<file path="src/rtl/jk_excite_driver.sv">
// Drives J/K excitation for a JK flip-flop bank toward a requested target word,
// then checks the fed-back Q after a settle window and retries on mismatch.
module jk_excite_driver #(
    parameter int WIDTH     = 8,
    parameter int SETTLE    = 1,
    parameter int MAX_RETRY = 2
) (
    input  logic             clk,
    input  logic             rst_n,
    input  logic             tgt_valid,
    input  logic [WIDTH-1:0] tgt_data,
    output logic             tgt_ready,
    input  logic [WIDTH-1:0] q_fb,
    output logic [WIDTH-1:0] j,
    output logic [WIDTH-1:0] k,
    output logic             done,
    output logic             err,
    output logic [WIDTH-1:0] mismatch
);

    localparam int RW = (MAX_RETRY > 0) ? $clog2(MAX_RETRY + 1) : 1;
    localparam int SW = (SETTLE > 0) ? $clog2(SETTLE + 1) : 1;
    localparam logic [RW-1:0] RETRY_LIMIT = RW'(MAX_RETRY);
    localparam logic [SW-1:0] SETTLE_LOAD = SW'(SETTLE);

    typedef enum logic [1:0] {
        IDLE  = 2'd0,
        DRIVE = 2'd1,
        WAIT  = 2'd2
    } state_t;

    state_t           state;
    logic [WIDTH-1:0] target;
    logic [RW-1:0]    retry_cnt;
    logic [SW-1:0]    settle_cnt;

    // Handshake: a target transfers on a rising edge where tgt_valid and
    // tgt_ready are both high; tgt_ready is only high while IDLE.
    always_ff @(posedge clk or negedge rst_n) begin
        if (!rst_n) begin
            state      <= IDLE;
            target     <= '0;
            retry_cnt  <= '0;
            settle_cnt <= '0;
            j          <= '0;
            k          <= '0;
            done       <= 1'b0;
            err        <= 1'b0;
            tgt_ready  <= 1'b0;
            mismatch   <= '0;
        end else begin
            done <= 1'b0;
            err  <= 1'b0;
            case (state)
                IDLE: begin
                    tgt_ready <= 1'b1;
                    if (tgt_valid && tgt_ready) begin
                        target    <= tgt_data;
                        retry_cnt <= '0;
                        tgt_ready <= 1'b0;
                        mismatch  <= '0;
                        // Minimal excitation: set only bits that must rise, reset
                        // only bits that must fall; never the toggle code.
                        j         <= ~q_fb & tgt_data;
                        k         <= q_fb & ~tgt_data;
                        state     <= DRIVE;
                    end
                end
                DRIVE: begin
                    j          <= '0;
                    k          <= '0;
                    settle_cnt <= SETTLE_LOAD;
                    state      <= WAIT;
                end
                WAIT: begin
                    if (settle_cnt <= SW'(1)) begin
                        settle_cnt <= '0;
                        if (q_fb == target) begin
                            done      <= 1'b1;
                            mismatch  <= '0;
                            tgt_ready <= 1'b1;
                            state     <= IDLE;
                        end else if (retry_cnt < RETRY_LIMIT) begin
                            retry_cnt <= retry_cnt + RW'(1);
                            j         <= ~q_fb & target;
                            k         <= q_fb & ~target;
                            state     <= DRIVE;
                        end else begin
                            err       <= 1'b1;
                            mismatch  <= q_fb ^ target;
                            tgt_ready <= 1'b1;
                            state     <= IDLE;
                        end
                    end else begin
                        settle_cnt <= settle_cnt - SW'(1);
                    end
                end
                default: begin
                    j     <= '0;
                    k     <= '0;
                    state <= IDLE;
                end
            endcase
        end
    end

endmodule
</file>
<file path="config.mk">
export PLATFORM = sky130hd
export DESIGN_NAME = jk_excite_driver
export DESIGN_NICKNAME = d
export VERILOG_FILES = /design/src/rtl/jk_excite_driver.sv
export SDC_FILE = /design/constraint.sdc
export NUM_CORES = 1
export LEC_CHECK = 0
export ABC_CLOCK_PERIOD_IN_PS = 1400
export BUFFER_PORTS_ARGS = -buffer_cell sky130_fd_sc_hd__buf_2
export CAP_MARGIN = 30
export CORE_ASPECT_RATIO = 2
export CORE_MARGIN = 4
export CORE_UTILIZATION = 48
export DETAILED_ROUTE_END_ITERATION = 8
export GPL_ROUTABILITY_DRIVEN = 0
export GPL_TIMING_DRIVEN = 0
export PLACE_DENSITY = 0.72
export SLEW_MARGIN = 20
export SYNTH_ARGS = -nofsm -noshare
export SYNTH_HDL_FRONTEND = slang
export SYNTH_SLANG_ARGS = --single-unit
</file>
<file path="constraint.sdc">
create_clock -name clk -period 1.4 [get_ports clk]
set_clock_uncertainty 0.1 [all_clocks]
set_input_delay 0.28 -clock clk [delete_from_list [all_inputs] [get_ports clk]]
set_output_delay 0.28 -clock clk [all_outputs]
set_load 0.05 [all_outputs]
</file>
==> impl_metrics.toml <==
[outcome]
status = "complete, but fails checks"
violations = "setup timing"

[placed_design]
port_buffers = 45
dp_cells = 279
pre_cts_slack_ns = -0.292
postPlaceCellArea_um2 = 2310
dp_hpwl_um = 3460

[setup_path]
start_kind = "flip-flop"
cp-end-kind = "flip-flop"
slowest_stage = "dfrtp_1"
crit_buf_inv = 2
cp.required_ns = 1.53
crit_path_frequent_cell = "buf_4"
r2r-start = "target[3]"
setup.worst_path.start = "target[3]"
worst_ep_arrival_time_ns = 1.74
cp_cell_sequence = "xnor2_2 -> nand4_1 -> buf_4 -> o21ai_4 -> buf_4 -> a31o_1"
worstSetupPathType = "flip-flop to flip-flop"
max_stage_delay_ns = 0.41
path_delay_family = "flip-flops"
crit_path_max_fanout = 5

[timing]
rsz0062_at_grt = "yes"
maxSlewViolCount = 0
tightest_slew_ns = 0.858
fin_crit_sh_pct = 115
max_freq_mhz = 621
setup_viol = 31
hold_violations = 0
setup_ws_ns = -0.209
fin_crit_ns = 1.61
slew_headroom_pct = 42.8

[power_and_ir_drop]
p_per_area_nw_per_um2 = 2540
vdd_drop_max_uv = 1750
power.total_w = 0.00692
leakagePower_nw = 1.40

[clock_network]
clkTransAtPathRegs_ns = 0.07
cts_root_buf = "clkbuf_8"
cts_inserted_buffers = 5
cts.sink_count = 39
htreeDepth = 2
cts_hold_repair.buffers = 0
clockBufferDepth = 2
cts_tree = "built"
clock_latency_ns = 0.29

[global_routing]
grt_pass1_wl_um = 8070
grt_pass1_vias = 1752
grt.total_usage_pct = 20.7
grt_max_degree = 40
antenna_found_initial = 0
overflow = 0

[synthesis]
synth-seq-cells = 39
synth-edff-count = 0
async_flop_share_pct = 100
synth_nets = 202
synthFlopType = "dfrtp_1"
syn_avg_cell_area_um2 = 10.6
synth_top_area_share_pct = 50.2
yosysWarnings = 0
synth_area_um2 = 1950
syn_inst = 183
synth_cell_types = 33
ys_seq_area_share_pct = 50.2
synth_area_leaders = "dfrtp_1 50%, a31o_1 7.2%, nand2_1 6.9%, mux2i_1 4.6%, o211a_1 4.1%"
synth_top_area_cell = "dfrtp_1"

[finish]
design_area_um2 = 2720
final_core_util_pct = 70.1
fin_nets = 276
drive_gt1_share_pct = 45.9
antenna_cells = 0
fillCellCount = 313
syn_to_final_growth_pct = 39.9
fin_cells = 308

[route]
met1_length_um = 1830
ant_nets = 0
drtIter0Drc = 27
route.detailed.drc = 0
wl_met3_um = 231
wl_met2_um = 2760
finalWirelength_um = 5080
drtPass1Iterations = 4
highest_layer = "met4"
wl_per_cell_um = 16.5
num_vias = 1766
via_per_inst = 5.73

[floorplanning]
die_y_um = 98.0
coreArea_um2 = 3880
floorplan.initialDensity_pct = 50.1
io_pins = 46
core.rowCount = 32
dieArea_um2 = 5200
die_w_um = 53.0

[min_path]
hold_path_class = "input pin to async pin"

[flow_run]
maxCapViolations = 0
placed cells by master, fill, tap and decap left out, types with 2 or more instances in the layout:
master,instances
o211a_1,8
buf_2,48
a211oi_1,8
mux2i_1,8
nand2_1,34
buf_8,2
a31oi_1,7
a31oi_2,2
dfrtp_2,2
nor2_4,3
buf_4,20
o2111ai_2,3
buf_6,7
nor2_1,10
inv_1,2
clkbuf_8,6
xnor2_2,8
dfrtp_1,37
o2111ai_1,4
a31o_1,16
path summary, 6_finish.rpt:
path / to / slack [ns] / cells after the start
min reg2reg: retry_cnt[0] / 0.39 / 1
max: k[0] / -0.21 / 6
min in group clk: target[7] / 0.09 / 3
max reg2reg: k[0] / -0.21 / 6
min: tgt_ready / 0.002 / 1
max in group asynchronous: state[0] / 0.61 / 1
synth_stat cells (2+ instances only):
| cell type | number |
|---|---|
| o2111ai_1 | 8 |
| nand2_1 | 36 |
| mux2i_1 | 9 |
| nor2_1 | 10 |
| inv_1 | 2 |
| clkbuf_1 | 2 |
| a31oi_1 | 9 |
| a31o_1 | 16 |
| o211a_1 | 8 |
| xnor2_1 | 8 |
| nor2_2 | 2 |
| buf_4 | 2 |
| a211oi_1 | 8 |
| buf_6 | 2 |
| buf_2 | 5 |
| dfrtp_1 | 39 |
sequential cells by signal, summed over array words and instances (netlist names):
name / flops
tgt_ready: 1
retry_cnt: 2
target: 8
done: 1
state: 2
mismatch: 8
k: 8
err: 1
j: 8
per-layer routing:
metal  global-route usage, %  up-vias
li1                        -      825
met1                    22.2      853
met4                    11.4        0
met5                       0        -
met3                    3.97       25
met2                    36.0       63
stage by stage:
stage / hold WS [ns] / setup TNS, ns
CTS: 0.0268 / -3.56
global route: 0.0620 / -6.23
floorplan: -0.116 / -1.15
finish: 0.00211 / -4.42
detailed placement: 0.341 / -7.49
global placement: 0.338 / -6.86
report_power, final:
part           internal, W  switching [W]  leakage [nW]
registers          0.00157       0.000388         0.486
clock network     0.000386       0.000371        0.0470
logic              0.00164        0.00257         0.871
total              0.00360        0.00333          1.40
logic make-up (layout without fill, tap and decap cells):
family          Yosys count  after routing  synth area share [%]
compound gates           54             54                  23.3
xor+xnor                  8              8                  3.60
buf+inv                  15             88                  4.37
flops                    39             39                  50.2
mux                       9              9                  4.63
simple gates             58             59                  14.0
worst reg2reg max path, delay by kind of cell (launching register included):
kind / cells / cell delay (ns)
DFF: 1 / 0.41
buffers and inverters: 2 / 0.35
AOI/OAI and AO/OA: 2 / 0.34
xor gates and xnor gates: 1 / 0.19
and+or+nand+nor: 1 / 0.15
repair_timing:
item / CTS / global route
gates cloned: 3 / 2
pin swaps: 16 / 13
gates resized for setup: 17 / 17
setup buffers: 9 / 8
setup endpoints to repair: 38 / 39
layout make-up:
cell class / count / area [µm²] / share of cell area, %
inverter: 3 / 11.3 / 0.414
buffer: 12 / 120 / 4.41
sequential: 39 / 978 / 36.0
multi-input combinational: 130 / 1060 / 39.0
timing repair buffer: 66 / 399 / 14.7
clock buffer: 6 / 82.6 / 3.03
tap: 51 / 63.8 / 2.34
clock inverter: 1 / 5.00 / 0.184
(Power assumes the default switching activity.)
